[src/rtl/alu_rr_scheduler_pkg.sv]
// Shared ALU instruction format plus scheduler state encoding.
// Reused by the round-robin scheduler and anything else that drives the ALU IW port.
package alu_rr_scheduler_pkg;

  localparam int ALU_W         = 32;
  localparam int SCHED_MAX_REQ = 8;

  typedef enum logic [2:0] {
    OP_ADD,
    OP_SUB,
    OP_AND,
    OP_OR,
    OP_XOR,
    OP_SHL,
    OP_SHR,
    OP_PASS
  } opcode_t;

  typedef struct packed {
    opcode_t            opcode;
    logic [ALU_W-1:0]   a;
    logic [ALU_W-1:0]   b;
  } instruction_t;

  typedef enum logic [1:0] {
    IDLE,
    EXEC,
    RESP
  } sched_state_t;

endpackage

[src/rtl/alu_rr_scheduler_if.sv]
// Request/response/ALU bundle between the issuers (master) and the shared-ALU scheduler (slave).
// Requests use valid/ready; responses are held until the granted requester's rsp_ready.
interface alu_rr_scheduler_if #(
  parameter int NUM_REQ = 4,
  parameter int DATA_W  = 32,
  parameter int ID_W    = $clog2(NUM_REQ)
);
  import alu_rr_scheduler_pkg::*;

  logic [NUM_REQ-1:0]         req_valid;
  logic [NUM_REQ-1:0]         req_ready;
  instruction_t [NUM_REQ-1:0] req_inst;
  logic [NUM_REQ-1:0]         rsp_valid;
  logic [NUM_REQ-1:0]         rsp_ready;
  logic [DATA_W-1:0]          rsp_result;
  instruction_t               alu_iw;
  logic [DATA_W-1:0]          alu_result;
  logic [ID_W-1:0]            grant_id;
  logic                       busy;

  modport master (
    output req_valid, req_inst, rsp_ready, alu_result,
    input  req_ready, rsp_valid, rsp_result, alu_iw, grant_id, busy
  );

  modport slave (
    input  req_valid, req_inst, rsp_ready, alu_result,
    output req_ready, rsp_valid, rsp_result, alu_iw, grant_id, busy
  );

endinterface

[src/rtl/alu_rr_scheduler_arbiter.sv]
// Combinational round-robin arbiter: first requester after last_grant (with wrap) wins.
// Zero latency; no state, so the caller owns last_grant and decides when a grant is taken.
module rr_arbiter #(
  parameter int N   = 4,
  parameter int IDW = $clog2(N)
) (
  input  logic [N-1:0]   req,
  input  logic [IDW-1:0] last_grant,
  output logic [N-1:0]   gnt,
  output logic [IDW-1:0] gnt_id,
  output logic           gnt_vld
);

  logic [IDW-1:0] idx;

  always_comb begin
    gnt     = '0;
    gnt_id  = '0;
    gnt_vld = 1'b0;
    idx     = '0;
    // Offset N wraps back onto last_grant itself, so a lone requester can win again.
    for (int off = 1; off <= N; off++) begin
      idx = IDW'((int'(last_grant) + off) % N);
      if (!gnt_vld && req[idx]) begin
        gnt_vld  = 1'b1;
        gnt[idx] = 1'b1;
        gnt_id   = idx;
      end
    end
  end

endmodule

[src/rtl/alu_rr_scheduler.sv]
// Shares one ALU among NUM_REQ requesters in round-robin order; accept-to-rsp_valid is ALU_LATENCY+1 edges.
// Responses stall in RESP until the granted rsp_ready; ALU_SCHED_STATS_EN adds op_count/stall_cycles.
module alu_rr_scheduler
  import alu_rr_scheduler_pkg::*;
#(
  parameter int NUM_REQ     = 4,
  parameter int ALU_LATENCY = 1,
  parameter int DATA_W      = 32,
  parameter int ID_W        = $clog2(NUM_REQ)
) (
  input  logic                     clock,
  input  logic                     reset_n,
  alu_rr_scheduler_if.slave        bus
`ifdef ALU_SCHED_STATS_EN
  ,
  output logic [NUM_REQ-1:0][15:0] op_count,
  output logic [15:0]              stall_cycles
`endif
);

  localparam int CNT_W = (ALU_LATENCY < 1) ? 1 : $clog2(ALU_LATENCY + 1);

  if (NUM_REQ < 2 || NUM_REQ > SCHED_MAX_REQ) begin : g_bad_num_req
    $error("alu_rr_scheduler: NUM_REQ must be 2..SCHED_MAX_REQ");
  end

  sched_state_t       state_q, state_d;
  instruction_t       alu_iw_q;
  logic [ID_W-1:0]    grant_q;
  logic [ID_W-1:0]    last_grant_q;
  logic [CNT_W-1:0]   cnt_q;
  logic [DATA_W-1:0]  rsp_result_q;
  logic [NUM_REQ-1:0] rsp_valid_q;

  logic [NUM_REQ-1:0] arb_gnt;
  logic [ID_W-1:0]    arb_id;
  logic               arb_vld;
  logic [NUM_REQ-1:0] req_ready_c;
  logic               accept;
  logic               capture;
  logic               rsp_hs;

  rr_arbiter #(
    .N   (NUM_REQ),
    .IDW (ID_W)
  ) u_arb (
    .req        (bus.req_valid),
    .last_grant (last_grant_q),
    .gnt        (arb_gnt),
    .gnt_id     (arb_id),
    .gnt_vld    (arb_vld)
  );

  always_ff @(posedge clock or negedge reset_n) begin
    if (!reset_n) begin
      state_q <= IDLE;
    end else begin
      state_q <= state_d;
    end
  end

  always_comb begin
    state_d     = state_q;
    req_ready_c = '0;
    accept      = 1'b0;
    capture     = 1'b0;
    rsp_hs      = 1'b0;
    case (state_q)
      IDLE: begin
        req_ready_c = arb_gnt;
        if (arb_vld) begin
          accept  = 1'b1;
          state_d = EXEC;
        end
      end
      EXEC: begin
        if (cnt_q == '0) begin
          capture = 1'b1;
          state_d = RESP;
        end
      end
      RESP: begin
        // Only the granted requester's rsp_ready matters; the rest are don't-care.
        if (bus.rsp_ready[grant_q]) begin
          rsp_hs  = 1'b1;
          state_d = IDLE;
        end
      end
      default: state_d = IDLE;
    endcase
  end

  always_ff @(posedge clock or negedge reset_n) begin
    if (!reset_n) begin
      alu_iw_q     <= '0;
      grant_q      <= '0;
      last_grant_q <= ID_W'(NUM_REQ - 1);
      cnt_q        <= '0;
      rsp_result_q <= '0;
      rsp_valid_q  <= '0;
    end else begin
      if (accept) begin
        alu_iw_q     <= bus.req_inst[arb_id];
        grant_q      <= arb_id;
        last_grant_q <= arb_id;
        cnt_q        <= CNT_W'(ALU_LATENCY);
      end
      if (state_q == EXEC && cnt_q != '0) begin
        cnt_q <= cnt_q - CNT_W'(1);
      end
      if (capture) begin
        rsp_result_q <= bus.alu_result;
        rsp_valid_q  <= NUM_REQ'(1) << grant_q;
      end
      if (rsp_hs) begin
        rsp_valid_q <= '0;
      end
    end
  end

  assign bus.req_ready  = req_ready_c;
  assign bus.rsp_valid  = rsp_valid_q;
  assign bus.rsp_result = rsp_result_q;
  assign bus.alu_iw     = alu_iw_q;
  assign bus.grant_id   = grant_q;
  assign bus.busy       = (state_q != IDLE);

`ifdef ALU_SCHED_STATS_EN
  always_ff @(posedge clock or negedge reset_n) begin
    if (!reset_n) begin
      op_count     <= '0;
      stall_cycles <= '0;
    end else begin
      for (int i = 0; i < NUM_REQ; i++) begin
        if (rsp_hs && grant_q == ID_W'(i) && op_count[i] != 16'hFFFF) begin
          op_count[i] <= op_count[i] + 16'd1;
        end
      end
      if (state_q == RESP && !bus.rsp_ready[grant_q] && stall_cycles != 16'hFFFF) begin
        stall_cycles <= stall_cycles + 16'd1;
      end
    end
  end
`endif

endmodule

[src/flat_wrapper.sv]
// flat-port wrapper written by rule: the top's interface ports become plain ports
module alu_rr_scheduler_flat import alu_rr_scheduler_pkg::*;
#(
  parameter int NUM_REQ     = 4,
  parameter int ALU_LATENCY = 1,
  parameter int DATA_W      = 32,
  parameter int ID_W        = $clog2(NUM_REQ)
)
  (clock, reset_n, bus_req_valid, bus_req_inst, bus_rsp_ready, bus_alu_result, bus_req_ready, bus_rsp_valid, bus_rsp_result, bus_alu_iw, bus_grant_id, bus_busy);
  alu_rr_scheduler_if #(.NUM_REQ(NUM_REQ), .DATA_W(DATA_W), .ID_W(ID_W)) bus_i ();
  input  logic clock;
  input  logic reset_n;
  input wire logic [$bits(bus_i.req_valid)-1:0] bus_req_valid;
  input wire logic [$bits(bus_i.req_inst)-1:0] bus_req_inst;
  input wire logic [$bits(bus_i.rsp_ready)-1:0] bus_rsp_ready;
  input wire logic [$bits(bus_i.alu_result)-1:0] bus_alu_result;
  output wire logic [$bits(bus_i.req_ready)-1:0] bus_req_ready;
  output wire logic [$bits(bus_i.rsp_valid)-1:0] bus_rsp_valid;
  output wire logic [$bits(bus_i.rsp_result)-1:0] bus_rsp_result;
  output wire logic [$bits(bus_i.alu_iw)-1:0] bus_alu_iw;
  output wire logic [$bits(bus_i.grant_id)-1:0] bus_grant_id;
  output wire logic [$bits(bus_i.busy)-1:0] bus_busy;
  assign bus_i.req_valid = bus_req_valid;
  assign bus_i.req_inst = bus_req_inst;
  assign bus_i.rsp_ready = bus_rsp_ready;
  assign bus_i.alu_result = bus_alu_result;
  assign bus_req_ready = bus_i.req_ready;
  assign bus_rsp_valid = bus_i.rsp_valid;
  assign bus_rsp_result = bus_i.rsp_result;
  assign bus_alu_iw = bus_i.alu_iw;
  assign bus_grant_id = bus_i.grant_id;
  assign bus_busy = bus_i.busy;
  alu_rr_scheduler #(.NUM_REQ(NUM_REQ), .ALU_LATENCY(ALU_LATENCY), .DATA_W(DATA_W), .ID_W(ID_W)) u_core (.clock(clock), .reset_n(reset_n), .bus(bus_i));
endmodule
[config.mk]
export PLATFORM = sky130hd
export DESIGN_NAME = alu_rr_scheduler_flat
export DESIGN_NICKNAME = d
export VERILOG_FILES = /design/src/rtl/alu_rr_scheduler_pkg.sv /design/src/rtl/alu_rr_scheduler_if.sv /design/src/rtl/alu_rr_scheduler_arbiter.sv /design/src/rtl/alu_rr_scheduler.sv /design/src/flat_wrapper.sv
export SDC_FILE = /design/constraint.sdc
export NUM_CORES = 1
export LEC_CHECK = 0
export CAP_MARGIN = 15
export CORE_ASPECT_RATIO = 0.9
export CORE_MARGIN = 8
export CORE_UTILIZATION = 30
export CTS_CLUSTER_DIAMETER = 50
export DETAILED_ROUTE_END_ITERATION = 8
export GPL_ROUTABILITY_DRIVEN = 0
export PLACE_DENSITY = 0.69
export SYNTH_ARGS = -nofsm -noshare
export SYNTH_HDL_FRONTEND = slang
export SYNTH_SLANG_ARGS = --single-unit
[constraint.sdc]
create_clock -name clock -period 5.76 [get_ports clock]
set_input_delay 1.44 -clock clock [delete_from_list [all_inputs] [get_ports clock]]
set_output_delay 1.44 -clock clock [all_outputs]
set_load 0.02 [all_outputs]
==> results.md <==
* Initial Util at 0.3038
* Number of setup buffers added after CTS at 0
* Die area at 39310 µm²
* Clock slew at reported path FFs at 0.08 ns
* Dominant synthesized flop cell: dfrtp_1
* Design Power at around 0.0084 W
* # DRC at 0
* Kind of critical path: primary input to primary output
* Post-synth EDFFs at 0
* Reg area at between 2000 and 3000 µm²
* Worst R2R End: u_core.bus.alu_iw[60]
* Top cells by area, synth: dfrtp_1 (27%), nor3b_1 (9.8%), nand2_1 (9.0%)
* Congestion Overflow GR at 0
* Worst hold slack at 0.4803 ns
* Worst Reg-to-Reg Cells at 9
* # resized after CTS at 0
* Worst skew pair latency at 0.38 ns
* Antenna violations before repair at 3
* Vias in the first global route at 10380
* Die Span X at 208.1 µm
* Pint at around 0.0042 W
* Root Driver: clkbuf_16
* Antenna Cells at 0
* Drt total wl at 38690 µm
* Cells after Synth at 1221
* Setup TNS at 0 ns
* Longest Clk Path Bufs at 2
* NetSw at between 0.004 and 0.005 W
* Area leader, netlist: dfrtp_1
* Hpwl dp at ~28000 µm
* DIE HEIGHT at 188.9 µm
* Maximum vdd drop at 0.4594 mV
* Crit path from: bus_req_valid[0]
* Num rows at 63
* Post-CTS Hold Fix Bufs at 0
* Synthesis-to-finish area growth at 47.03%
* Utilization after layout at 0.4467
* Min Clock Period, post-route at about 5.4 ns
* Crit path capture type: primary output
* Fin. Hold Viols at 0
* Max-Cap Viols at 0
* Remaining antenna violation count at 0
* Fmax at 183.9 MHz
* Reg2reg start: u_core.last_grant_q[0]
* Cell Area, Synth at 9963 µm²
* Syn_area_per_cell at 8.160 µm²
* Slew @ Worst Pin at roughly 1 ns
* Leak at 6.386 nW
* Most frequent cells in the layout: clkdlybuf4s50_1 (418), nand2_1 (238), nor3b_1 (130)
* Crit-path max FO at 6
* Unrepaired setup endpoints after global routing: false
* Worst setup SP type: primary input
* Sequential Power Share at 0.169
* Power share of the clock group at 0.081
* Tot GR Track Use at 0.1877
* Post-synth top area share at 0.2713
* CTS tree: built
* Outcome: complete, no violations
* Fin crit share at 0.9442
* Drt pass-1 iters at 5
* CP required at 4.32 ns
* Fraction of registers with async set/reset at 1.000
* Pwr/cell area at 572.3 nW/µm²
* Worst Hold Class: register to register
* Yosys Warn Count at 0
* Clock sink count at 110
* Number of CTS-inserted buffers at 9
* Net switching fraction of the power at 0.4946
* First-pass GRT wire length at roughly 60000 µm
* Yosys reg bits at 110
* Commonest non-fill, non-tap cell in the layout: clkdlybuf4s50_1
* Critical Path AT at 4.00 ns
* # fillers at 3249
* Number of H-tree levels at 3
* Final Slew Violations at 0
* Mapped Nets at 1539
* Vias per cell at 5.309
* Setup Skew at ~0.0054 ns
* Final setup fails at 0
* Comb pwr share at 0.750
* Worst Hold Launch: u_core.bus.rsp_result[19]
* Sequential share of the synthesized area at 0.2765
* Hold Crit Depth at 2
* Port bufs at 419
* Reg2Reg Setup Slack at 1.96 ns
* WL/cell at 19.59 µm
* Slew HR at 0.3178
* Layout cells sized above 1 at 0.03735
* Nets at around 1900
* Area of the multi-input gates at roughly 6600 µm²
* Largest net degree at the start of global routing at ~120
* IO Pins at 420
* Vias post-DR at 10485
* Iter 0 DRT Violations at 656
* Core outline area at 32790 µm²
* Netlist cell types at 42
* Endpoint, Worst Hold: u_core.bus.rsp_result[19]
[worst max-delay path: stages]
cell             delay [ns]
clkdlybuf4s50_1        0.44
mux4_4                 0.68
nor2b_2                0.31
a221o_1                0.20
o21ai_0                0.09
a21oi_1                0.20
clkdlybuf4s50_1        0.64
[logic make-up (layout without fill, tap and decap cells)]
| family | Yosys count | after routing | synth area share |
|---|---|---|---|
| xor gates and xnor gates | 1 | 1 | 0.0008792 |
| AOI/OAI and AO/OA | 297 | 297 | 0.2306 |
| and+or+nand+nor | 591 | 591 | 0.3339 |
| adders and majority gates | 8 | 8 | 0.01005 |
| buffers and inverters | 138 | 470 | 0.06656 |
| DFF | 110 | 110 | 0.2765 |
| muxes | 76 | 76 | 0.08150 |
[worst max-delay path by stage]
stage                       end  cells past startpoint  slack (ns)
2_1_floorplan  bus_req_ready[0]                      8        1.15
3_3_place_gp   bus_req_ready[2]                      7        0.41
4_1_cts        bus_req_ready[0]                      7        0.36
3_5_place_dp   bus_req_ready[0]                      7        0.38
5_1_grt        bus_req_ready[2]                      7        0.26
6_report       bus_req_ready[0]                      7        0.32
[final cells by class]
cell class	instances	share of cell area
Inverter	10	0.002562
Clock inverter	7	0.005808
Multi-Input combinational cell	973	0.4504
Tap cell	422	0.03604
Timing Repair Buffer	444	0.3015
Clock buffer	9	0.01537
Sequential cell	110	0.1883
[power by group through the flow]
stage / logic [W] / clock network, W / registers (W)
after floorplan: 0.00406 / 0 / 0.00182
after global placement: 0.00619 / 0 / 0.00142
after detailed placement: 0.00632 / 0 / 0.00143
after CTS: 0.00634 / 0.000710 / 0.00142
after global routing: 0.00684 / 0.000734 / 0.00147
final: 0.00629 / 0.000679 / 0.00142
[synth_stat cells (all sizes together), types with 28 or more instances]
cell / instances
o31ai: 65
nand2b: 70
a211o: 65
nand2: 238
and4b: 65
nor2: 73
mux2i: 71
buf: 28
dfrtp: 108
nor3b: 130
clkbuf: 100
a21boi: 65
o211ai: 67
[layer usage]
layer	routed length, µm	part of all wire	vias up	global-route usage
met5	23	0.00059	-	0
met4	862	0.022	4	0.05619
met3	2968	0.077	47	0.06132
met2	18090	0.47	378	0.3093
met1	16740	0.43	4957	0.2315
li1	-	-	5099	-
[per-stage QoR]
stage	instance area, µm²	cells	setup WS [ns]
detailed placement	14340	1959	0.3802
floorplan	9963	1221	1.149
global route	14650	1975	0.2562
CTS	14650	1975	0.3638
finish	14650	1975	0.3213
global placement	14340	1959	0.4058
[flip-flops by register name, indices dropped and copies added, names as in the netlist]
register and cells:
u_core.bus.grant_id 2, u_core.cnt_q 1, u_core.bus.alu_iw 67, u_core.bus.rsp_valid 4, u_core.last_grant_q 2, u_core.state_q 2, u_core.bus.rsp_result 32
No activity file was read; power rests on OpenSTA's default activity.
==> variant: new RTL, config.mk and constraints unchanged <==
`DATA_W` is set to 32 in 3 places; all go to 48.
--- a/src/rtl/alu_rr_scheduler_if.sv
+++ b/src/rtl/alu_rr_scheduler_if.sv
@@ -2,7 +2,7 @@
 // Requests use valid/ready; responses are held until the granted requester's rsp_ready.
 interface alu_rr_scheduler_if #(
   parameter int NUM_REQ = 4,
-  parameter int DATA_W  = 32,
+  parameter int DATA_W  = 48,
   parameter int ID_W    = $clog2(NUM_REQ)
 );
   import alu_rr_scheduler_pkg::*;
--- a/src/rtl/alu_rr_scheduler.sv
+++ b/src/rtl/alu_rr_scheduler.sv
@@ -5,7 +5,7 @@
 #(
   parameter int NUM_REQ     = 4,
   parameter int ALU_LATENCY = 1,
-  parameter int DATA_W      = 32,
+  parameter int DATA_W      = 48,
   parameter int ID_W        = $clog2(NUM_REQ)
 ) (
   input  logic                     clock,
--- a/src/flat_wrapper.sv
+++ b/src/flat_wrapper.sv
@@ -3,7 +3,7 @@
 #(
   parameter int NUM_REQ     = 4,
   parameter int ALU_LATENCY = 1,
-  parameter int DATA_W      = 32,
+  parameter int DATA_W      = 48,
   parameter int ID_W        = $clog2(NUM_REQ)
 )
   (clock, reset_n, bus_req_valid, bus_req_inst, bus_rsp_ready, bus_alu_result, bus_req_ready, bus_rsp_valid, bus_rsp_result, bus_alu_iw, bus_grant_id, bus_busy);
Ports: changed (resized bus_alu_result and bus_rsp_result); port bits go from 420 to 452. The function was not compared with the original's and may differ.
==> variant against the unedited design <==
- maximum frequency decreased by 2.5%
- cell area increased by 8.5%
- highest routed layer unchanged
- power increased by 12%
- setup slack got worse by 0.14 ns
- sequential cell count increased by 16
- via count increased by 7.2%
- wire length increased by 9.3%
- area after synthesis increased by 6.0%
- sequential power increased by 17%
==> variant: results (changes against the unedited design) <==
- Share of cell area taken by muxes after synthesis: 7.69% (-0.46 points)
- Slew at the pin closest to its max-slew limit: 1.16 ns (+0.135 ns)
- Metal-1 WL: 17200 um (+2.5%)
- Number of antenna violations at the first check in global routing: 7 (+4)
- Most used flip-flop cell after synthesis: dfrtp_1
- Global routing met1 resource utilization: 22.7% (-0.42 points)
- Outcome: finished, final reports clean
- Post-CTS setup buffer count: 0 (unchanged)
- Count of routing violations after the opening detailed-route iteration: 811 (+24%)
- Layout overhead on the synthesized area: 50.6%
- Metal3 WL: 4260 um (+44%)
- Number of gates resized after cts: 0 (unchanged)
- Proportion of netlist area held by the largest area contributor: 29.4% (+2.3 points)
- Number of vias in the routed layout: 11200 (+7.2%)
- Placed cell areas: 0.0153 mm^2 (+6.6%)
- CTS clk-pin slew, worst paths: 0.06 ns (-0.02 ns)
- Total nets after synthesis: 1623 (+5.5%)
- Detailed-routed wire length on met2: 20200 um (+12%)
- I/O Buffers: 451 (+7.6%)
- Maximum number of pins on one net before global-route repair: 199 (+63%)
- Static Leak: 6.98 nW (+9.3%)
- Met2 usage: 33.3% (+2.4 points)
- Fraction of the mapped netlist area in compound gates: 21.8% (-1.3 points)
- Number of clock buffers inserted by TritonCTS: 17 (+8)
- Adder-cell share of the synthesized area: 0.948% (-0.057 points)
- Area share of xor/xnor cells in the synthesized design: 0.0829% (-0.0050 points)
- Ratio of cells with drive above 1 in the final layout: 4.15% (+0.42 points)
- Global-route wire length before repair: 64600 um (+8.2%)
- VDD IR-drop max: 607 uV (+32%)
- Minimum setup slack after placement: 0.220 ns (-0.160 ns)
- Worst EP arrival: 4.14 ns (+0.14 ns)
- Clock latency at the later pin of the worst-skew pair: 0.45 ns (+0.07 ns)
- Detailed-route wire length: 42300 um (+9.3%)
- Final #Nets: 1982 (+6.2%)
- CP max FO: 9 (+3)
- Switching power: 4.50 mW (+8.6%)
- Top cells by area in the synthesized netlist: dfrtp_1 (29%), nand2_1 (10%), nor3b_1 (9.2%)
- CTS H-tree depth: 4 (+1)
- Mean area per synthesized cell: 8.19 um^2 (+0.39%)
- Max reg flops: 67 (unchanged)
- Synthesis Warnings: 0 (unchanged)
- Routed wire length per instance: 19.9 um (+1.3%)
- Fraction of met3 tracks used by global routing: 7.60% (+1.5 points)
- Register area share after synthesis: 29.9% (+2.2 points)
- 1st-pass router iterations: 7 (+2)
- Top cell types by occurrence after synthesis: nand2_1 (286), nor3b_1 (130), dfrtp_1 (124)
- Final HPWL DP: 31100 um (+9.9%)
- Fill cell total of the finished layout: 3338 (+2.7%)
- Clock Skew: 0.0116 ns (+0.00617 ns)
- Gr usage total: 19.6% (+0.83 points)
- Placed instance count: 2097 (+7.0%)
variant: final cells by class:
| type | instances | area share, % |
|---|---|---|
| Clock buffer | 18 | 2.70 |
| Sequential cell | 126 | 19.9 |
| Clock inverter | 14 | 0.984 |
| Inverter | 10 | 0.236 |
| Tap cell | 469 | 3.69 |
| Multi-Input combinational cell | 1021 | 42.7 |
| Timing Repair Buffer | 472 | 29.8 |
variant: final timing paths:
kind | slack [ns] | depth (start not counted) | to | startpoint
setup / recovery | 0.18 | 7 | bus_req_ready[0] | bus_req_valid[3]
hold / removal | 0.47 | 2 | u_core.bus.rsp_result[0] | u_core.bus.rsp_result[0]
setup reg to reg | 1.70 | 9 | u_core.bus.alu_iw[31] | u_core.last_grant_q[0]
hold reg to reg | 0.47 | 2 | u_core.bus.rsp_result[0] | u_core.bus.rsp_result[0]
max in group asynchronous | 3.77 | 2 | u_core.state_q[1] | reset_n
min in group asynchronous | 0.86 | 1 | u_core.bus.alu_iw[50] | reset_n
variant: critical path: stages:
cell	delay (ns)
clkdlybuf4s50_1	0.55
mux4_4	0.71
nor2b_2	0.32
a221o_1	0.21
o21ai_0	0.07
a21oi_1	0.18
clkdlybuf4s50_1	0.66
variant: power by group through the flow:
| stage | Combinational [mW] | Sequential [mW] | Clock [mW] |
|---|---|---|---|
| 2_1_floorplan | 4.15 | 2.09 | 0 |
| 6_report | 6.60 | 1.66 | 1.12 |
| 3_3_place_gp | 6.47 | 1.65 | 0 |
| 5_1_grt | 7.17 | 1.72 | 1.19 |
| 3_5_place_dp | 6.61 | 1.67 | 0 |
| 4_1_cts | 6.63 | 1.66 | 1.16 |
